**src/rtl/request_conditioner.sv**
```systemverilog
// Conditions pedestrian buttons and vehicle loops for three roads: synchronize,
// debounce/filter, and track each walk request until its road has been red long enough.
module request_conditioner #(
  parameter int DEBOUNCE_CYCLES = 4,
  parameter int PRESENCE_CYCLES = 8,
  parameter int ACK_HOLD        = 2
) (
  input  logic       clk,
  input  logic       reset,
  input  logic       rawWalkTv,
  input  logic       rawWalkNN,
  input  logic       rawWalkNS,
  input  logic       rawCarTv,
  input  logic       rawCarNN,
  input  logic       rawCarNS,
  input  logic [1:0] lightTv,
  input  logic [1:0] lightNN,
  input  logic [1:0] lightNS,
  output logic       trafficSensorTv,
  output logic       trafficSensorNN,
  output logic       trafficSensorNS,
  output logic       walkRequestTv,
  output logic       walkRequestNN,
  output logic       walkRequestNS,
  output logic [2:0] walkServed,
  output logic [7:0] servedCount
);

  typedef enum logic [1:0] {
    ST_IDLE    = 2'b00,
    ST_PENDING = 2'b01,
    ST_SERVING = 2'b10
  } walk_state_t;

  logic [5:0]  w_raw;
  logic [5:0]  r_sync1;
  logic [5:0]  r_sync2;
  logic [3:0]  r_btn_cnt [3];
  logic [2:0]  r_btn_stable;
  logic [2:0]  r_btn_stable_d;
  logic [7:0]  r_car_cnt [3];
  logic [2:0]  r_car_stable;
  logic [1:0]  w_light [3];
  logic [2:0]  w_red;
  logic [2:0]  w_rise;
  walk_state_t r_state [3];
  walk_state_t w_state_nxt [3];
  logic [3:0]  r_hold [3];
  logic [3:0]  w_hold_nxt [3];
  logic [2:0]  w_served_nxt;
  logic [2:0]  r_walk_req;
  logic [2:0]  w_walk_req_nxt;
  logic [2:0]  r_served;
  logic [7:0]  r_count;
  logic [8:0]  w_sum;

  // bit order everywhere: 0 Tv, 1 NN, 2 NS; cars occupy raw bits 5:3
  assign w_raw   = {rawCarNS, rawCarNN, rawCarTv, rawWalkNS, rawWalkNN, rawWalkTv};
  assign w_light[0] = lightTv;
  assign w_light[1] = lightNN;
  assign w_light[2] = lightNS;

  always_comb begin
    for (int i = 0; i < 3; i++) begin
      w_red[i]  = (w_light[i] == 2'b00);
      w_rise[i] = r_btn_stable[i] & ~r_btn_stable_d[i];
    end
  end

  // synchronizers, button debounce and vehicle presence filters
  always_ff @(posedge clk) begin
    if (reset) begin
      r_sync1        <= 6'd0;
      r_sync2        <= 6'd0;
      r_btn_stable   <= 3'd0;
      r_btn_stable_d <= 3'd0;
      r_car_stable   <= 3'd0;
      for (int i = 0; i < 3; i++) begin
        r_btn_cnt[i] <= 4'd0;
        r_car_cnt[i] <= 8'd0;
      end
    end else begin
      r_sync1        <= w_raw;
      r_sync2        <= r_sync1;
      r_btn_stable_d <= r_btn_stable;
      for (int i = 0; i < 3; i++) begin
        if (r_sync2[i] == r_btn_stable[i]) begin
          r_btn_cnt[i] <= 4'd0;
        end else if (r_btn_cnt[i] == 4'(DEBOUNCE_CYCLES - 1)) begin
          r_btn_stable[i] <= r_sync2[i];
          r_btn_cnt[i]    <= 4'd0;
        end else begin
          r_btn_cnt[i] <= r_btn_cnt[i] + 4'd1;
        end
        if (r_sync2[i+3] == r_car_stable[i]) begin
          r_car_cnt[i] <= 8'd0;
        end else if (r_car_cnt[i] == 8'(PRESENCE_CYCLES - 1)) begin
          r_car_stable[i] <= r_sync2[i+3];
          r_car_cnt[i]    <= 8'd0;
        end else begin
          r_car_cnt[i] <= r_car_cnt[i] + 8'd1;
        end
      end
    end
  end

  // per-road walk request next-state; a press arriving while busy is absorbed
  always_comb begin
    for (int i = 0; i < 3; i++) begin
      w_state_nxt[i]  = r_state[i];
      w_hold_nxt[i]   = r_hold[i];
      w_served_nxt[i] = 1'b0;
      case (r_state[i])
        ST_IDLE: begin
          if (w_rise[i]) begin
            w_state_nxt[i] = ST_PENDING;
            w_hold_nxt[i]  = 4'd0;
          end else begin
            w_hold_nxt[i] = 4'd0;
          end
        end
        ST_PENDING: begin
          if (w_red[i] && (ACK_HOLD == 1)) begin
            w_state_nxt[i]  = ST_IDLE;
            w_served_nxt[i] = 1'b1;
            w_hold_nxt[i]   = 4'd0;
          end else if (w_red[i]) begin
            w_state_nxt[i] = ST_SERVING;
            w_hold_nxt[i]  = 4'd1;
          end else begin
            w_hold_nxt[i] = 4'd0;
          end
        end
        ST_SERVING: begin
          if (!w_red[i]) begin
            w_state_nxt[i] = ST_PENDING;
            w_hold_nxt[i]  = 4'd0;
          end else if ((r_hold[i] + 4'd1) == 4'(ACK_HOLD)) begin
            w_state_nxt[i]  = ST_IDLE;
            w_served_nxt[i] = 1'b1;
            w_hold_nxt[i]   = 4'd0;
          end else begin
            w_hold_nxt[i] = r_hold[i] + 4'd1;
          end
        end
        default: begin
          w_state_nxt[i] = ST_IDLE;
          w_hold_nxt[i]  = 4'd0;
        end
      endcase
      w_walk_req_nxt[i] = (w_state_nxt[i] != ST_IDLE);
    end
  end

  assign w_sum = {1'b0, r_count} + 9'(w_served_nxt[0]) + 9'(w_served_nxt[1])
               + 9'(w_served_nxt[2]);

  // walk FSM state, registered request/served outputs and saturating served counter
  always_ff @(posedge clk) begin
    if (reset) begin
      r_walk_req <= 3'd0;
      r_served   <= 3'd0;
      r_count    <= 8'd0;
      for (int i = 0; i < 3; i++) begin
        r_state[i] <= ST_IDLE;
        r_hold[i]  <= 4'd0;
      end
    end else begin
      r_walk_req <= w_walk_req_nxt;
      r_served   <= w_served_nxt;
      r_count    <= w_sum[8] ? 8'd255 : w_sum[7:0];
      for (int i = 0; i < 3; i++) begin
        r_state[i] <= w_state_nxt[i];
        r_hold[i]  <= w_hold_nxt[i];
      end
    end
  end

  assign trafficSensorTv = r_car_stable[0];
  assign trafficSensorNN = r_car_stable[1];
  assign trafficSensorNS = r_car_stable[2];
  assign walkRequestTv   = r_walk_req[0];
  assign walkRequestNN   = r_walk_req[1];
  assign walkRequestNS   = r_walk_req[2];
  assign walkServed      = r_served;
  assign servedCount     = r_count;

endmodule

```
**config.mk**
```make
export PLATFORM = sky130hd
export DESIGN_NAME = request_conditioner
export DESIGN_NICKNAME = d
export VERILOG_FILES = /design/src/rtl/request_conditioner.sv
export SDC_FILE = /design/constraint.sdc
export NUM_CORES = 1
export LEC_CHECK = 0
export ABC_AREA = 0
export ABC_CLOCK_PERIOD_IN_PS = 4100
export CAP_MARGIN = 20
export CORE_ASPECT_RATIO = 1.75
export CORE_UTILIZATION = 44
export CTS_CLUSTER_DIAMETER = 80
export DETAILED_ROUTE_END_ITERATION = 8
export DONT_BUFFER_PORTS = 1
export REMOVE_ABC_BUFFERS = 1
export SLEW_MARGIN = 20
export SYNTH_ARGS = -nofsm -noshare
export SYNTH_HDL_FRONTEND = slang
export SYNTH_SLANG_ARGS = --single-unit
```
**constraint.sdc**
```tcl
create_clock -name clk -period 4.1 [get_ports clk]
set_clock_uncertainty 0.1 [all_clocks]
set_input_delay 0.41 -clock clk [delete_from_list [all_inputs] [get_ports clk]]
set_output_delay 0.41 -clock clk [all_outputs]
set_load 0.01 [all_outputs]
```
==> out/metrics.sh <==
FLOORPLAN.DIE_AREA_MM2=0.01006
GROUTE.USAGE.OVERALL_PCT=15.48
DRTPASS1ITERATIONS=4
SYNTH_FLOP_CELL='sky130_fd_sc_hd__dfxtp_1'
GRTUSAGEMET2_PCT=27.23
GRT_SETUP_UNREPAIRED='no'
PATH_MAX_FANOUT=6
PATH_BUF_INV=1
INITIALDRTVIOLATIONCOUNT=139
CTS-RESIZED-GATES=0
BOUNDARYPINS=31
POST_CTS.REPAIR.SETUP_BUFFERS=0
SYNTH_SEQ_CELLS=89
HOLD_PATH_CLASS='input pin to register'
POST_SYNTH_INSTANCE_AREA_MM2=0.004245
CRITICAL_PATH_CLASS='register to register'
CTS.SINKS=89
NUMBER_OF_ROWS_CREATED_AT_FLOORPLAN=47
CHIPWIDTH_UM=76.25
VIASPERCELL=4.884
GLOBAL_ROUTE.OVERFLOW_TOTAL=0
CLK_TRANSITION_REPORTED_PATHS_NS=0.06
CLKLATENCYLATEPIN_NS=0.33
POST-ROUTE-DRC-COUNT=0
DRIVE_GT1_SHARE_PCT=5.727
TIMING.CRITICAL_PATH.TO_TYPE='register'
CTS-HTREE-LEVELS=3
CRITICAL_PATH.TOP_DELAY_FAMILY='adder cells'
DP_HPWL_MM=5.112
DIE-HEIGHT_UM=131.9
START_UTIL_PCT=45.12
GRTUSAGEMET3_PCT=4.083
TIMING.MAX_CAP.VIOLATIONS=0
SYNTH_EDF_COUNT=36
GP_ROUTABILITY_CONGESTION=0.7204
MAX_FREQ_MHz=312.5
POSTSYNTHAREAPERCELL_UM2=10.33
PWR_DENS_mW_PER_MM2=366.7
POSTSYNTH.ASYNCRESETSHARE_PCT=0
CTS_TREE='yes'
VDD_IR_DROP_MAX_mV=0.2359
SYNTH_SEQ_AREA_SHARE_PCT=50.46
WORST_EP_REQUIRED_TIME_NS=4.21
ANT_NETS=0
FLOORPLAN.CORE_AREA_MM2=0.009409
PIN_COUNT_OF_THE_BIGGEST_NET_ENTERING_GLOBAL_ROUTING=49
GRT_ANTENNA_BEFORE_REPAIR=0
PRECTSSETUPSLACK_NS=0.8957
CRITICAL_PATH_ARRIVAL_NS=3.31
GRT_PASS1_WL_MM=12.38
SLOWEST_STAGE='sky130_fd_sc_hd__fa_1'
FINISH.UTILIZATION_PCT=50.60
OUTCOME='finished, final reports clean'
PLACEMENT.IO_BUFFERS=0
AVGROUTEDWIREPERCELL_UM=12.06
FIRST_GLOBAL_VIAS=2841
POST_SYNTH_INST_COUNT=411
PLACEMENT.CELL_AREA_MM2=0.004494
CRIT_CHAIN='ha_1 > and2_1 > a21oi_1 > o21ai_1 > nand2_1 > fa_1 > inv_1 > ha_1 > fa_1 > nand3_1 > nor2_1 > nand2_1 > a21oi_1'
GLOBALROUTE.BUSIESTLAYER='met2'
LAYOUT_WORST_PATH_CYCLE_SHARE_PCT=78.05
CTS-ROOT-TO-SINK-BUFFERS=2
ROOT_BUFFER_SELECTED_BY_CTS='sky130_fd_sc_hd__clkbuf_16'
SETUP_VIOLATIONS=0
FINAL-MAX-SLEW-VIOLATION-COUNT=0
CTS_BUFFERS=9
DETAIL_ROUTE.WIRELENGTH_MM=6.947
VIAS=2813
CTS_HOLD_REPAIR.BUFFERS=0
YS_TYPES=48
CRITICAL_PATH.MAX_STAGE_DELAY_NS=0.53
GRT_UTIL_MET1_PCT=16.94
FINAL-HOLD-VIOLATION-COUNT=0
ANTENNA-DIODE-COUNT=0
FINAL_PERIOD_MINUS_WORST_SETUP_SLACK_NS=3.200
POST-ROUTE-CELL-AREA_MM2=0.004761
TOTAL_LEAKAGE_POWER_nW=1.849
FINAL_NET_COUNT=491
LAYOUT-AREA-OVERHEAD-VS-SYNTH_PCT=12.14
YOSYS_WARNS=0
SUM_OF_NEGATIVE_SETUP_SLACK_NS=0
CRITICAL_PATH.STARTPOINT_TYPE='register'
FINAL.SETUP.WORST_SLACK_NS=0.9001
==> power by group <==
group	switching (mW)	internal (mW)
combinational	0.0268	0.0231
sequential	0.0163	0.943
clock	0.311	0.426
total	0.354	1.39
==> Yosys cell counts, drive strengths merged, types with 4 or more instances <==
master	count	share of area, %
nor2	64	5.7
dfxtp	53	25
edfxtp	36	25
ha	26	7.7
inv	26	2.3
nand3	23	2.7
xor2	21	4.3
nor2b	20	2.9
xnor2	19	3.9
a21oi	12	1.4
and3	11	1.6
nand2	11	0.97
nor3	8	1.3
or2	8	1.2
mux2i	7	1.7
nand2b	7	1.0
a31oi	6	0.88
buf	6	0.65
or3	5	0.74
nor4b	4	1.1
==> state kept, by name, indices dropped and copies added, names as in the netlist <==
| register | flops |
|---|---|
| r_car_cnt | 24 |
| r_btn_cnt | 12 |
| r_hold | 12 |
| servedCount | 8 |
| r_state | 6 |
| r_sync1 | 6 |
| r_sync2 | 6 |
| r_btn_stable | 3 |
| r_btn_stable_d | 3 |
| r_car_stable | 3 |
| r_walk_req | 3 |
| walkServed | 3 |
==> cell type report <==
cell class,instances,area [µm²]
clock buffers,13,250.2
clock inverters,3,16.27
fillers,920,4648
inverters,26,97.59
multi-input cells,323,2102
flip-flops and latches,89,2142
well taps,122,152.6
==> per-layer routing <==
layer | wire [µm] | vias to the layer above | part of all wire, %
met5 | 0 | - | 0
met4 | 163 | 0 | 2.3
met3 | 266 | 13 | 3.8
met2 | 3600 | 46 | 52
met1 | 2917 | 1319 | 42
li1 | - | 1435 | -
==> worst register-to-register path, stage by stage, from the launching register on <==
cell and delay (ns):
sky130_fd_sc_hd__dfxtp_1 0.40, sky130_fd_sc_hd__ha_1 0.24, sky130_fd_sc_hd__and2_1 0.14, sky130_fd_sc_hd__a21oi_1 0.06, sky130_fd_sc_hd__o21ai_1 0.29, sky130_fd_sc_hd__nand2_1 0.17, sky130_fd_sc_hd__fa_1 0.53, sky130_fd_sc_hd__inv_1 0.05
sky130_fd_sc_hd__ha_1 0.19, sky130_fd_sc_hd__fa_1 0.43, sky130_fd_sc_hd__nand3_1 0.15, sky130_fd_sc_hd__nor2_1 0.06, sky130_fd_sc_hd__nand2_1 0.17, sky130_fd_sc_hd__a21oi_1 0.10
==> kinds of logic after synthesis <==
logic type	count (synthesis)	share of synthesized area [%]
mux	7	1.651
buf+inv	34	3.124
xor+xnor	40	8.252
other cells	1	0.08833
flops	89	50.46
fa+ha+maj	28	8.606
simple gates	176	22.10
compound gates	36	5.718
==> metrics by stage <==
step | total power, mW | hold WS (ns) | instances
6_report | 1.746 | 0.04339 | 576
5_1_grt | 1.817 | 0.02553 | 576
2_1_floorplan | 1.018 | 0.3138 | 438
3_3_place_gp | 1.027 | 0.3203 | 560
3_5_place_dp | 1.028 | 0.3317 | 560
4_1_cts | 1.771 | 0.03031 | 576
==> layout by cell type (no fill, tap or decap), types with 9 or more instances in the layout <==
cell / n
sky130_fd_sc_hd__nor2_1: 64
sky130_fd_sc_hd__dfxtp_1: 53
sky130_fd_sc_hd__edfxtp_1: 36
sky130_fd_sc_hd__conb_1: 36
sky130_fd_sc_hd__inv_1: 26
sky130_fd_sc_hd__ha_1: 26
sky130_fd_sc_hd__nand3_1: 23
sky130_fd_sc_hd__xor2_1: 21
sky130_fd_sc_hd__nor2b_1: 20
sky130_fd_sc_hd__xnor2_1: 19
sky130_fd_sc_hd__a21oi_1: 12
sky130_fd_sc_hd__and3_1: 11
sky130_fd_sc_hd__nand2_1: 11
sky130_fd_sc_hd__clkbuf_16: 9
==> final timing paths <==
path	start	to	slack (ns)	cells after the start
worst max-delay path	r_hold[0][0]	servedCount[5]	0.90	13
worst max register to register	r_hold[0][0]	servedCount[5]	0.90	13
worst min register to register	r_sync1[2]	r_sync2[2]	0.34	1
worst min-delay path	reset	servedCount[7]	0.04	1
Note: power is estimated with default switching activity, not from simulation.
